$ cat config.mk
export PLATFORM = sky130hd
export DESIGN_NAME = spi_rx_deserializer
export DESIGN_NICKNAME = d
export VERILOG_FILES = /design/src/rtl/spi_pkg.sv /design/src/rtl/spi_sync_edge.sv /design/src/rtl/spi_rx_deserializer.sv
export SDC_FILE = /design/constraint.sdc
export NUM_CORES = 1
export LEC_CHECK = 0
export BUFFER_PORTS_ARGS = -buffer_cell sky130_fd_sc_hd__clkbuf_2
export CAP_MARGIN = 5
export CELL_PAD_IN_SITES_DETAIL_PLACEMENT = 0
export CELL_PAD_IN_SITES_GLOBAL_PLACEMENT = 2
export CORE_UTILIZATION = 38
export DETAILED_ROUTE_END_ITERATION = 16
export PLACE_DENSITY_LB_ADDON = 0.12
export SYNTH_ARGS = -nofsm -noshare
export SYNTH_HDL_FRONTEND = slang
export SYNTH_SLANG_ARGS = --single-unit
export TNS_END_PERCENT = 1
$ cat constraint.sdc
create_clock -name clk_100 -period 1.41 [get_ports clk_100]
set_input_delay 0.141 -clock clk_100 [delete_from_list [all_inputs] [get_ports clk_100]]
set_output_delay 0.141 -clock clk_100 [all_outputs]
set_load 0.05 [all_outputs]
$ cat src/rtl/spi_pkg.sv
//==============================================================================
// Module      : spi_pkg
// Description : Shared types and constants for the SPI receive path.
// Revision    : 1.0 - initial release
//==============================================================================
`default_nettype none

package spi_pkg;

    typedef enum logic {
        IDLE  = 1'b0,
        SHIFT = 1'b1
    } spi_rx_state_t;

    localparam logic [1:0] SPI_MODE0 = 2'b00;

endpackage : spi_pkg

`default_nettype wire

$ cat src/rtl/spi_sync_edge.sv
//==============================================================================
// Module      : spi_sync_edge
// Description : Multi-flop synchronizer with rise/fall detection on the synced level.
// Revision    : 1.0 - initial release
//==============================================================================
`default_nettype none

module spi_sync_edge #(
    parameter int   STAGES    = 2,
    parameter logic RESET_VAL = 1'b0
) (
    input  logic clk,
    input  logic a_rst_n,
    input  logic din,
    output logic dout,
    output logic rise,
    output logic fall
);

    logic [STAGES-1:0] r_sync;
    logic              r_prev;

    // r_prev resets to the same level as the chain so reset release never fakes an edge
    always_ff @(posedge clk or negedge a_rst_n) begin
        if (!a_rst_n) begin
            r_sync <= {STAGES{RESET_VAL}};
            r_prev <= RESET_VAL;
        end else begin
            r_sync <= {r_sync[STAGES-2:0], din};
            r_prev <= r_sync[STAGES-1];
        end
    end

    assign dout = r_sync[STAGES-1];
    assign rise =  r_sync[STAGES-1] & ~r_prev;
    assign fall = ~r_sync[STAGES-1] &  r_prev;

endmodule : spi_sync_edge

`default_nettype wire

$ cat src/rtl/spi_rx_deserializer.sv
//==============================================================================
// Module      : spi_rx_deserializer
// Description : Mode-0 SPI slave receiver, oversampled in clk_100, valid/ready out.
// Revision    : 1.0 - initial release
//==============================================================================
`default_nettype none

module spi_rx_deserializer
    import spi_pkg::*;
#(
    parameter int P_DATA_WIDTH  = 8,
    parameter int P_SYNC_STAGES = 2,
    parameter bit P_MSB_FIRST   = 1'b1
) (
    input  logic                    clk_100,
    input  logic                    a_rst_n,
    input  logic                    spi_sclk,
    input  logic                    spi_cs_n,
    input  logic                    spi_mosi,
    input  logic                    ready,
    output logic                    valid,
    output logic [P_DATA_WIDTH-1:0] data,
    output logic                    busy,
    output logic                    overrun,
    output logic                    frame_err
);

    localparam int                 c_cnt_w = $clog2(P_DATA_WIDTH + 1);
    localparam logic [c_cnt_w-1:0] c_last  = c_cnt_w'(P_DATA_WIDTH - 1);

    logic w_sclk_rise;
    logic w_cs_rise;
    logic w_cs_fall;
    logic w_mosi;
    logic w_unused_sclk_lvl;
    logic w_unused_sclk_fall;
    logic w_unused_cs_lvl;

    logic [P_SYNC_STAGES-1:0] r_mosi_sync;
    spi_rx_state_t            r_state;
    logic [c_cnt_w-1:0]       r_bit_cnt;
    logic [P_DATA_WIDTH-1:0]  r_shift;
    logic [P_DATA_WIDTH-1:0]  w_shift_next;
    logic                     r_word_done;
    logic                     r_frame_err;
    logic                     r_valid;
    logic [P_DATA_WIDTH-1:0]  r_data;
    logic                     r_overrun;

    spi_sync_edge #(
        .STAGES    (P_SYNC_STAGES),
        .RESET_VAL (1'b0)
    ) u_sclk_sync (
        .clk     (clk_100),
        .a_rst_n (a_rst_n),
        .din     (spi_sclk),
        .dout    (w_unused_sclk_lvl),
        .rise    (w_sclk_rise),
        .fall    (w_unused_sclk_fall)
    );

    spi_sync_edge #(
        .STAGES    (P_SYNC_STAGES),
        .RESET_VAL (1'b1)
    ) u_cs_sync (
        .clk     (clk_100),
        .a_rst_n (a_rst_n),
        .din     (spi_cs_n),
        .dout    (w_unused_cs_lvl),
        .rise    (w_cs_rise),
        .fall    (w_cs_fall)
    );

    // Same depth as the sclk chain so mosi is read in step with the detected edge
    always_ff @(posedge clk_100 or negedge a_rst_n) begin
        if (!a_rst_n) begin
            r_mosi_sync <= '0;
        end else begin
            r_mosi_sync <= {r_mosi_sync[P_SYNC_STAGES-2:0], spi_mosi};
        end
    end

    assign w_mosi = r_mosi_sync[P_SYNC_STAGES-1];

    generate
        if (P_MSB_FIRST) begin : g_msb_first
            assign w_shift_next = {r_shift[P_DATA_WIDTH-2:0], w_mosi};
        end else begin : g_lsb_first
            assign w_shift_next = {w_mosi, r_shift[P_DATA_WIDTH-1:1]};
        end
    endgenerate

    always_ff @(posedge clk_100 or negedge a_rst_n) begin
        if (!a_rst_n) begin
            r_state     <= IDLE;
            r_bit_cnt   <= '0;
            r_shift     <= '0;
            r_word_done <= 1'b0;
            r_frame_err <= 1'b0;
        end else begin
            r_word_done <= 1'b0;
            r_frame_err <= 1'b0;
            case (r_state)
                IDLE: begin
                    if (w_cs_fall) begin
                        r_state   <= SHIFT;
                        r_bit_cnt <= '0;
                        r_shift   <= '0;
                    end
                end
                SHIFT: begin
                    // Deselect wins over a coincident clock edge; that bit is dropped
                    if (w_cs_rise) begin
                        r_state     <= IDLE;
                        r_bit_cnt   <= '0;
                        r_frame_err <= (r_bit_cnt != '0);
                    end else if (w_sclk_rise) begin
                        r_shift <= w_shift_next;
                        if (r_bit_cnt == c_last) begin
                            r_bit_cnt   <= '0;
                            r_word_done <= 1'b1;
                        end else begin
                            r_bit_cnt <= r_bit_cnt + c_cnt_w'(1);
                        end
                    end
                end
                default: r_state <= IDLE;
            endcase
        end
    end

    // r_shift is stable while r_word_done is high: the next sclk edge is several cycles away
    always_ff @(posedge clk_100 or negedge a_rst_n) begin
        if (!a_rst_n) begin
            r_valid   <= 1'b0;
            r_data    <= '0;
            r_overrun <= 1'b0;
        end else begin
            r_overrun <= 1'b0;
            if (r_word_done) begin
                if (!r_valid || ready) begin
                    r_data  <= r_shift;
                    r_valid <= 1'b1;
                end else begin
                    r_overrun <= 1'b1;
                end
            end else if (r_valid && ready) begin
                r_valid <= 1'b0;
            end
        end
    end

    assign valid     = r_valid;
    assign data      = r_data;
    assign overrun   = r_overrun;
    assign frame_err = r_frame_err;
    assign busy      = (r_state == SHIFT);

endmodule : spi_rx_deserializer

`default_nettype wire
==> results of run 1 <==
## power by group
group          switching (mW)  total, mW  internal [mW]
Clock                   0.332      0.772          0.441
Combinational           0.126      0.258          0.132
Sequential             0.0838       1.12           1.03
Total                   0.541       2.15           1.60
## state kept, by name, summed over array words and instances, names as in the netlist
signal,count
data,8
r_shift,8
r_bit_cnt,4
r_mosi_sync,2
u_cs_sync.r_sync,2
u_sclk_sync.r_sync,2
busy,1
frame_err,1
overrun,1
r_word_done,1
u_cs_sync.r_prev,1
u_sclk_sync.r_prev,1
valid,1
## logic make-up (layout without fill, tap and decap cells)
logic type	count (synthesis)	in the layout
mux	9	9
fa+ha+maj	2	2
compound gates	32	32
flops	33	33
simple gates	28	28
buf+inv	7	39
## per-stage QoR
stage	total power, mW	cells	hold WS (ps)	cell area [µm²]
floorplan	1.29	111	-155	1420
global placement	1.38	177	188	1580
detailed placement	1.38	177	194	1580
CTS	2.18	189	160	1730
global route	2.27	189	181	1740
finish	2.15	189	165	1740
## worst min path at each step
| stage | endpoint | slack (ps) | depth (start not counted) |
|---|---|---|---|
| 4_1_cts | overrun | 160 | 3 |
| 6_report | overrun | 170 | 3 |
| 3_5_place_dp | data[6] | 190 | 2 |
| 2_1_floorplan | busy | -150 | 0 |
| 3_3_place_gp | data[7] | 190 | 2 |
| 5_1_grt | overrun | 180 | 3 |
## synthesized netlist by cell type
| library cell | instances | area [µm²] |
|---|---|---|
| o21a_1 | 7 | 52.6 |
| buf_2 | 1 | 5.00 |
| inv_4 | 1 | 6.26 |
| buf_6 | 1 | 11.3 |
| and2b_1 | 1 | 7.51 |
| clkbuf_1 | 1 | 3.75 |
| o21ai_0 | 6 | 30.0 |
| a211oi_1 | 2 | 15.0 |
| mux2i_1 | 1 | 10.0 |
| nor2_1 | 3 | 11.3 |
| nand3b_2 | 1 | 11.3 |
| a221oi_1 | 2 | 17.5 |
| nand2_2 | 1 | 6.26 |
| or2_0 | 7 | 43.8 |
| inv_1 | 3 | 11.3 |
| dfstp_2 | 3 | 78.8 |
| nor4_1 | 1 | 6.26 |
| mux2_1 | 3 | 33.8 |
| nor2_4 | 1 | 11.3 |
| nand2_1 | 3 | 11.3 |
| o221a_1 | 8 | 90.1 |
| or3_1 | 1 | 6.26 |
| nor4b_1 | 1 | 8.76 |
| nor2b_1 | 1 | 6.26 |
| o31a_1 | 1 | 8.76 |
| dfrtp_1 | 30 | 751 |
| nand2b_1 | 5 | 31.3 |
| mux2_2 | 5 | 56.3 |
| ha_1 | 2 | 25.0 |
| o32ai_1 | 1 | 8.76 |
| nand4b_1 | 1 | 8.76 |
| a21oi_1 | 5 | 25.0 |
| nand3_1 | 1 | 5.00 |
## worst max-delay path, cell delays in order, from the launching register on
cell and delay, ps:
dfrtp_1 420, nand3b_2 360, o21a_1 240, o221a_1 220
## metal layers
layer	vias up	share of wire	track usage
met1	459	0.49	0.187
met3	2	0.041	0.0547
met2	19	0.46	0.242
li1	469	-	-
met4	0	0.011	0.0610
met5	-	0	0
## cell usage in the layout, fill, tap and decap left out, types with 2 or more instances in the layout
| cell | synthesis | final |
|---|---|---|
| o21a_1 | 7 | 7 |
| clkbuf_8 | 0 | 7 |
| buf_4 | 0 | 6 |
| nor2_1 | 3 | 3 |
| dlygate4sd3_1 | 0 | 4 |
| clkbuf_2 | 0 | 17 |
| dfrtp_1 | 30 | 29 |
| nand2b_1 | 5 | 4 |
| nand2_1 | 3 | 3 |
| a221oi_1 | 2 | 2 |
| a21oi_1 | 5 | 5 |
| mux2_1 | 3 | 3 |
| o221a_1 | 8 | 8 |
| o21ai_0 | 6 | 6 |
| mux2_2 | 5 | 5 |
| inv_1 | 3 | 3 |
| a211oi_1 | 2 | 2 |
| dfstp_2 | 3 | 3 |
| or2_0 | 7 | 7 |
## timing repair
item,in CTS,in global routing
setup endpoints to repair,0,6
resized for setup,0,4
hold buffers,4,0
endpoints found under the hold margin,33,0
## layout make-up
class	instances	area (µm²)
clock buffer	7	96.3
clock inverter	1	5.00
fill	318	1700
inverter	4	17.5
multi-input combinational	71	564
sequential	33	831
tap	46	57.6
timing repair buffer	27	170
==> impl_metrics.env, run 1 <==
export IMPL_synth_simple_area_share=0.124
export IMPL_area_growth_synth_to_final_pct=23.1
export IMPL_clockBufferDepth=2
export IMPL_vias=949
export IMPL_fin_tns_setup_ps=0
export IMPL_via_per_inst=5.02
export IMPL_worst_pin_slew_ps=406
export IMPL_synth_top_family_by_area="compound AO/OA/AOI/OAI gates"
export IMPL_finalSetupViolCount=0
export IMPL_wl_per_cell_um=13.5
export IMPL_outcome="completed"
export IMPL_die_h_um=63.0
export IMPL_synth_compound_area_frac=0.175
export IMPL_yosysUniqueCellTypes=33
export IMPL_overflow=0
export IMPL_grt_pass1_wl_mm=4.54
export IMPL_cap_violations=0
export IMPL_drt_wl_total_mm=2.55
export IMPL_crit_path_start="u_sclk_sync.r_prev"
export IMPL_hold_violations=0
export IMPL_pwr_density_cell_nw_per_um2=1230
export IMPL_cts_sink_count=33
export IMPL_drt_initial_drc_count=45
export IMPL_cts_setup_buffers=0
export IMPL_cts_root_buf="clkbuf_8"
export IMPL_syn_area_um2=1420
export IMPL_ant_nets=0
export IMPL_core_um2=3440
export IMPL_fp_row_count=21
export IMPL_grt_pass1_vias=981
export IMPL_place_gp_congestion=0.760
export IMPL_synth_area_mux_share=0.0707
export IMPL_antenna_found_initial=0
export IMPL_peakVddDrop_mv=0.457
export IMPL_syn_nets=119
export IMPL_ioPinCount=18
export IMPL_crit_required_ps=1580
export IMPL_worstReg2RegEnd="r_shift[3]"
export IMPL_fmax_ghz=0.732
export IMPL_nNetsFinal=150
export IMPL_first_pass_iters=4
export IMPL_n_antenna_cell=0
export IMPL_min_path_type="in -> reg"
export IMPL_io_buffers=17
export IMPL_die_area_um2=3970
export IMPL_cts_tree="yes"
export IMPL_synthCells=111
export IMPL_die_w_um=63.0
export IMPL_synth_ff_latch_count=33
export IMPL_relSlewSlack=0.729
export IMPL_drive_above_1_share=0.329
export IMPL_r2r_start="u_sclk_sync.r_prev"
export IMPL_start_util=0.411
export IMPL_htree_levels=2
export IMPL_hp_start="ready"
export IMPL_post_route_period_util=0.969
export IMPL_synth_warnings=0
export IMPL_cp_data_arrival_time_ps=1530
export IMPL_rr_worst_depth=3
export IMPL_finClkSkew_ps=6.05
export IMPL_path_clk_slew_ps=70
export IMPL_drv_slew=0
export IMPL_post_synth_cell_area_avg_um2=12.7
export IMPL_grtUsageTotal=0.153
export IMPL_worst_slack_ps=43.9
export IMPL_remaining_drc_errors=0
export IMPL_crit_path_end="r_shift[3]"
export IMPL_finish_utilization=0.506
export IMPL_yosysSeqAreaShare=0.586
export IMPL_start_kind="flop"
export IMPL_end_kind="flop"
export IMPL_grt_start_max_net_pins=34
export IMPL_rsz0062_at_grt="true"
export IMPL_synthXorXnorAreaFrac=0
export IMPL_critPathKind="reg -> reg"
export IMPL_dp_hpwl_mm=1.73
export IMPL_synthAdderAreaFrac=0.0177
export IMPL_cts_buffers=5
export IMPL_period_needed_ps=1370
export IMPL_clk_latency_ps=280
export IMPL_crit_fanout=9
export IMPL_place_ws_ps=23.1
export IMPL_p_leak_nw=0.801
export IMPL_r2r_slack_ps=40
Power figures use the tool's default switching activity.
==> inputs of run 2 (changes only) <==
--- a/config.mk
+++ b/config.mk
@@ -11,6 +11,7 @@
 export CELL_PAD_IN_SITES_GLOBAL_PLACEMENT = 2
 export CORE_UTILIZATION = 38
 export DETAILED_ROUTE_END_ITERATION = 16
+export MAX_ROUTING_LAYER = met4
 export PLACE_DENSITY_LB_ADDON = 0.12
 export SYNTH_ARGS = -nofsm -noshare
 export SYNTH_HDL_FRONTEND = slang
==> run 2 against run 1 <==
Net effect:
- count of clock-buffer cells in the layout unchanged
- wire length down 0.20%
- cell area unchanged
- first-iteration DRC count up 22%
- critical path type unchanged
- largest power group unchanged
==> impl_metrics.env, run 2 (synthesis gave the netlist of run 1 again) <==
export IMPL_outcome="completed"
export IMPL_layout_common_cells="dfrtp_1, clkbuf_2, o221a_1"
export IMPL_n_antenna_cell=0
export IMPL_worst_slack_ps=39.2
export IMPL_clockBufferDepth=2
export IMPL_seqCellArea_um2=831
export IMPL_p_sw_mw=0.540
export IMPL_drv_slew=0
export IMPL_remaining_drc_errors=0
export IMPL_drive_above_1_share=0.329
export IMPL_finish_utilization=0.506
export IMPL_grt_pass1_wl_mm=4.54
export IMPL_design_area_um2=1740
export IMPL_placed_cell_area_um2=1580
export IMPL_drt_wl_total_mm=2.55
export IMPL_grtUsageTotal=0.157
export IMPL_power_frac_comb=0.120
export IMPL_dp_hpwl_mm=1.73
export IMPL_start_util=0.411
export IMPL_area_growth_synth_to_final_pct=23.1
export IMPL_cts_sink_count=33
export IMPL_hold_violations=0
export IMPL_crit_required_ps=1580
export IMPL_wl_per_cell_um=13.5
export IMPL_cap_violations=0
export IMPL_antenna_found_initial=0
export IMPL_fill_cells=318
export IMPL_cp_data_arrival_time_ps=1540
export IMPL_die_area_um2=3970
export IMPL_pwr_density_cell_nw_per_um2=1230
export IMPL_htree_levels=2
export IMPL_relSlewSlack=0.729
export IMPL_min_path_type="in -> reg"
export IMPL_cts_buffers=5
export IMPL_fmax_ghz=0.729
export IMPL_overflow=0
export IMPL_place_inst=177
export IMPL_clk_latency_ps=280
export IMPL_multi_input_area_um2=564
export IMPL_internal_power_mw=1.60
export IMPL_place_gp_congestion=0.770
export IMPL_vias=950
export IMPL_worst_pin_slew_ps=407
export IMPL_grt_util_met1=0.187
export IMPL_path_clk_slew_ps=70
export IMPL_die_h_um=63.0
export IMPL_grt_util_met3=0.0547
export IMPL_cts_tree="yes"
export IMPL_end_kind="flop"
export IMPL_drt_initial_drc_count=55
export IMPL_peakVddDrop_mv=0.459
export IMPL_first_pass_iters=4
export IMPL_ant_nets=0
export IMPL_critPathKind="reg -> reg"
export IMPL_p_sw_frac=0.252
export IMPL_die_w_um=63.0
export IMPL_post_route_period_util=0.972
export IMPL_via_per_inst=5.03
export IMPL_nNetsFinal=150
export IMPL_p_leak_nw=0.801
export IMPL_finalSetupViolCount=0
export IMPL_finalNonFillerCells=189
export IMPL_crit_fanout=8
export IMPL_ioPinCount=18
export IMPL_place_ws_ps=23.1
export IMPL_whs_ps=168
export IMPL_final_common_cell="dfrtp_1"
export IMPL_busiest_layer="met2"
export IMPL_grt_pass1_vias=976
export IMPL_grt_use_met2=0.242
export IMPL_finClkSkew_ps=5.42
export IMPL_rsz0062_at_grt="true"
export IMPL_io_buffers=17
export IMPL_period_needed_ps=1370
export IMPL_p_clk_frac=0.359
export IMPL_fp_row_count=21
export IMPL_cts_root_buf="clkbuf_8"
export IMPL_start_kind="flop"
export IMPL_grt_start_max_net_pins=34
export IMPL_core_um2=3440
export IMPL_seq_power_share=0.520
==> run 2: cell type report <==
type                            instances  area share
Clock inverter                          1     0.00287
Sequential cell                        33       0.477
Clock buffer                            7      0.0553
Inverter                                4      0.0101
Tap cell                               46      0.0330
Multi-Input combinational cell         71       0.324
Timing Repair Buffer                   27      0.0977
==> run 2: final timing paths <==
kind,start,end,slack [ps],cells after the start
min,ready,overrun,170,3
min reg2reg,r_mosi_sync[0],r_mosi_sync[1],350,0
min in group asynchronous,a_rst_n,data[3],410,3
max in group asynchronous,a_rst_n,u_cs_sync.r_sync[1],670,3
max,u_cs_sync.r_sync[1],r_shift[3],40,3
max reg2reg,u_cs_sync.r_sync[1],r_shift[3],40,3
==> run 2: power by group through the flow <==
stage	Sequential (mW)	Clock (mW)	Combinational (mW)
after global routing	1.13	0.852	0.290
final	1.12	0.771	0.258
after global placement	1.13	0	0.247
after floorplan	1.12	0	0.169
after CTS	1.11	0.808	0.259
after detailed placement	1.13	0	0.250
==> run 2: routing by layer <==
layer	wire length [µm]	part of all wire	vias to the layer above
met5	0	0	-
met4	5	0.0020	0
li1	-	-	470
met3	92	0.036	2
met2	1200	0.47	17
met1	1250	0.49	461
==> run 2: per-stage QoR <==
| step | power [mW] | TNS [ps] |
|---|---|---|
| after floorplan | 1.29 | -5.04 |
| after global placement | 1.38 | 0 |
| after detailed placement | 1.38 | 0 |
| after CTS | 2.18 | 0 |
| after global routing | 2.27 | -48.1 |
| final | 2.14 | 0 |
==> run 2: what timing repair did <==
action | in CTS | in global routing
hold buffers | 4 | 0
buffers inserted | 0 | 0
setup endpoints to repair | 0 | 6
gates resized for setup | 0 | 4
endpoints found under the hold margin | 33 | 0
==> run 2: critical path, cell delays in order (launching register included) <==
cell and delay [ps]:
dfstp_2 610, nor2b_1 280, nor2_4 110, o221a_1 260
==> inputs of run 3 (changes only) <==
==> constraint.sdc (replaced) <==
create_clock -name clk_100 -period 1.56 [get_ports clk_100]
set_input_delay 0.156 -clock clk_100 [delete_from_list [all_inputs] [get_ports clk_100]]
set_output_delay 0.156 -clock clk_100 [all_outputs]
set_load 0.05 [all_outputs]
==> run 3 against run 2 <==
Net effect:
- flip-flop and latch count is the same
- final cell count shrank 1.6%
- largest power group unchanged
- utilization shrank 0.51 points
==> impl_metrics.env, run 3 (synthesis gave the netlist of run 1 again) <==
export IMPL_relSlewSlack=0.721
export IMPL_finalPower_mw=2.05
export IMPL_cts_tree="yes"
export IMPL_drt_wl_total_mm=2.65
export IMPL_drive_above_1_share=0.286
export IMPL_clockBufferDepth=2
export IMPL_critPathKind="reg -> reg"
export IMPL_n_antenna_cell=0
export IMPL_grt_util_met3=0.0547
export IMPL_wl_per_cell_um=14.3
export IMPL_grt_pass1_vias=964
export IMPL_crit_required_ps=1740
export IMPL_die_area_um2=3970
export IMPL_start_util=0.411
export IMPL_antenna_found_initial=0
export IMPL_fin_tns_setup_ps=0
export IMPL_finClkSkew_ps=4.78
export IMPL_hold_violations=0
export IMPL_rsz0062_at_grt="false"
export IMPL_die_h_um=63.0
export IMPL_remaining_drc_errors=0
export IMPL_cap_violations=0
export IMPL_path_clk_slew_ps=70
export IMPL_final_common_cell="dfrtp_1"
export IMPL_post_route_period_util=0.917
export IMPL_io_buffers=17
export IMPL_clk_latency_ps=280
export IMPL_drt_initial_drc_count=40
export IMPL_busiest_layer="met2"
export IMPL_fmax_ghz=0.699
export IMPL_fill_cells=343
export IMPL_cts_buffers=5
export IMPL_core_um2=3440
export IMPL_overflow=0
export IMPL_grt_start_max_net_pins=34
export IMPL_grt_util_met1=0.215
export IMPL_die_w_um=63.0
export IMPL_period_needed_ps=1430
export IMPL_design_area_um2=1720
export IMPL_cts_sink_count=33
export IMPL_start_kind="flop"
export IMPL_peakVddDrop_mv=0.569
export IMPL_via_per_inst=5.16
export IMPL_crit_fanout=4
export IMPL_fp_row_count=21
export IMPL_dp_hpwl_mm=1.71
export IMPL_ant_nets=0
export IMPL_place_gp_congestion=0.722
export IMPL_grtUsageTotal=0.166
export IMPL_worst_pin_slew_ps=419
export IMPL_p_leak_nw=0.789
export IMPL_grt_use_met2=0.242
export IMPL_placed_cell_area_um2=1560
export IMPL_finalSetupViolCount=0
export IMPL_first_pass_iters=4
export IMPL_min_path_type="in -> reg"
export IMPL_vias=959
export IMPL_layout_common_cells="dfrtp_1, clkbuf_2, o221a_1"
export IMPL_nNetsFinal=147
export IMPL_pwr_density_cell_nw_per_um2=1190
export IMPL_end_kind="flop"
export IMPL_drv_slew=0
export IMPL_area_growth_synth_to_final_pct=21.8
export IMPL_ioPinCount=18
export IMPL_htree_levels=2
export IMPL_grt_pass1_wl_mm=4.71
export IMPL_cp_data_arrival_time_ps=1610
export IMPL_outcome="completed"
export IMPL_cts_root_buf="clkbuf_8"
-- run 3: where the power goes --
group,internal (mW),leakage (nW),switching (mW)
logic,0.114,0.306,0.119
clock network,0.520,0.0585,0.299
registers,0.932,0.424,0.0706
total,1.57,0.789,0.488
-- run 3: final timing paths --
kind | start | end | slack (ps) | cells past startpoint
max in group asynchronous | a_rst_n | u_cs_sync.r_prev | 790 | 3
min reg2reg | r_mosi_sync[0] | r_mosi_sync[1] | 350 | 0
min | ready | overrun | 180 | 3
max | r_bit_cnt[1] | r_bit_cnt[3] | 130 | 4
min in group asynchronous | a_rst_n | data[5] | 420 | 3
max reg2reg | r_bit_cnt[1] | r_bit_cnt[3] | 130 | 4
-- run 3: per-layer routing --
| layer | vias up | share of wire |
|---|---|---|
| met5 | - | 0 |
| met4 | 0 | 0.017 |
| met3 | 6 | 0.053 |
| met2 | 24 | 0.47 |
| met1 | 469 | 0.46 |
| li1 | 460 | - |
-- run 3: timing repair --
| item | CTS | global route |
|---|---|---|
| resized for setup | 0 | 1 |
| endpoints found under the setup margin | 0 | 1 |
| hold endpoints to repair | 33 | 0 |
| hold buffers | 4 | 0 |
| setup buffers | 0 | 0 |
-- run 3: critical path, stage by stage, from the launching register on --
cell and delay, ps:
dfrtp_1 420, ha_1 230, nor4b_1 300, mux2i_1 140
o32ai_2 250
-- run 3: cell type report --
class	instances	area (µm²)	area share
Inverter	4	17.5	0.0102
Clock inverter	1	30.0	0.0174
Clock buffer	7	86.3	0.0501
Multi-Input combinational cell	71	556	0.322
Tap cell	46	57.6	0.0334
Timing Repair Buffer	24	148	0.0856
Sequential cell	33	830	0.481
-- run 3: stage by stage --
step | cells | util | setup slack, ps | hold WS [ps]
6_report | 186 | 0.501 | 130 | 176
5_1_grt | 186 | 0.501 | 20.1 | 181
4_1_cts | 186 | 0.499 | 133 | 169
3_5_place_dp | 174 | 0.453 | 159 | 213
3_3_place_gp | 174 | 0.453 | 176 | 207
2_1_floorplan | 111 | - | 54.3 | -140
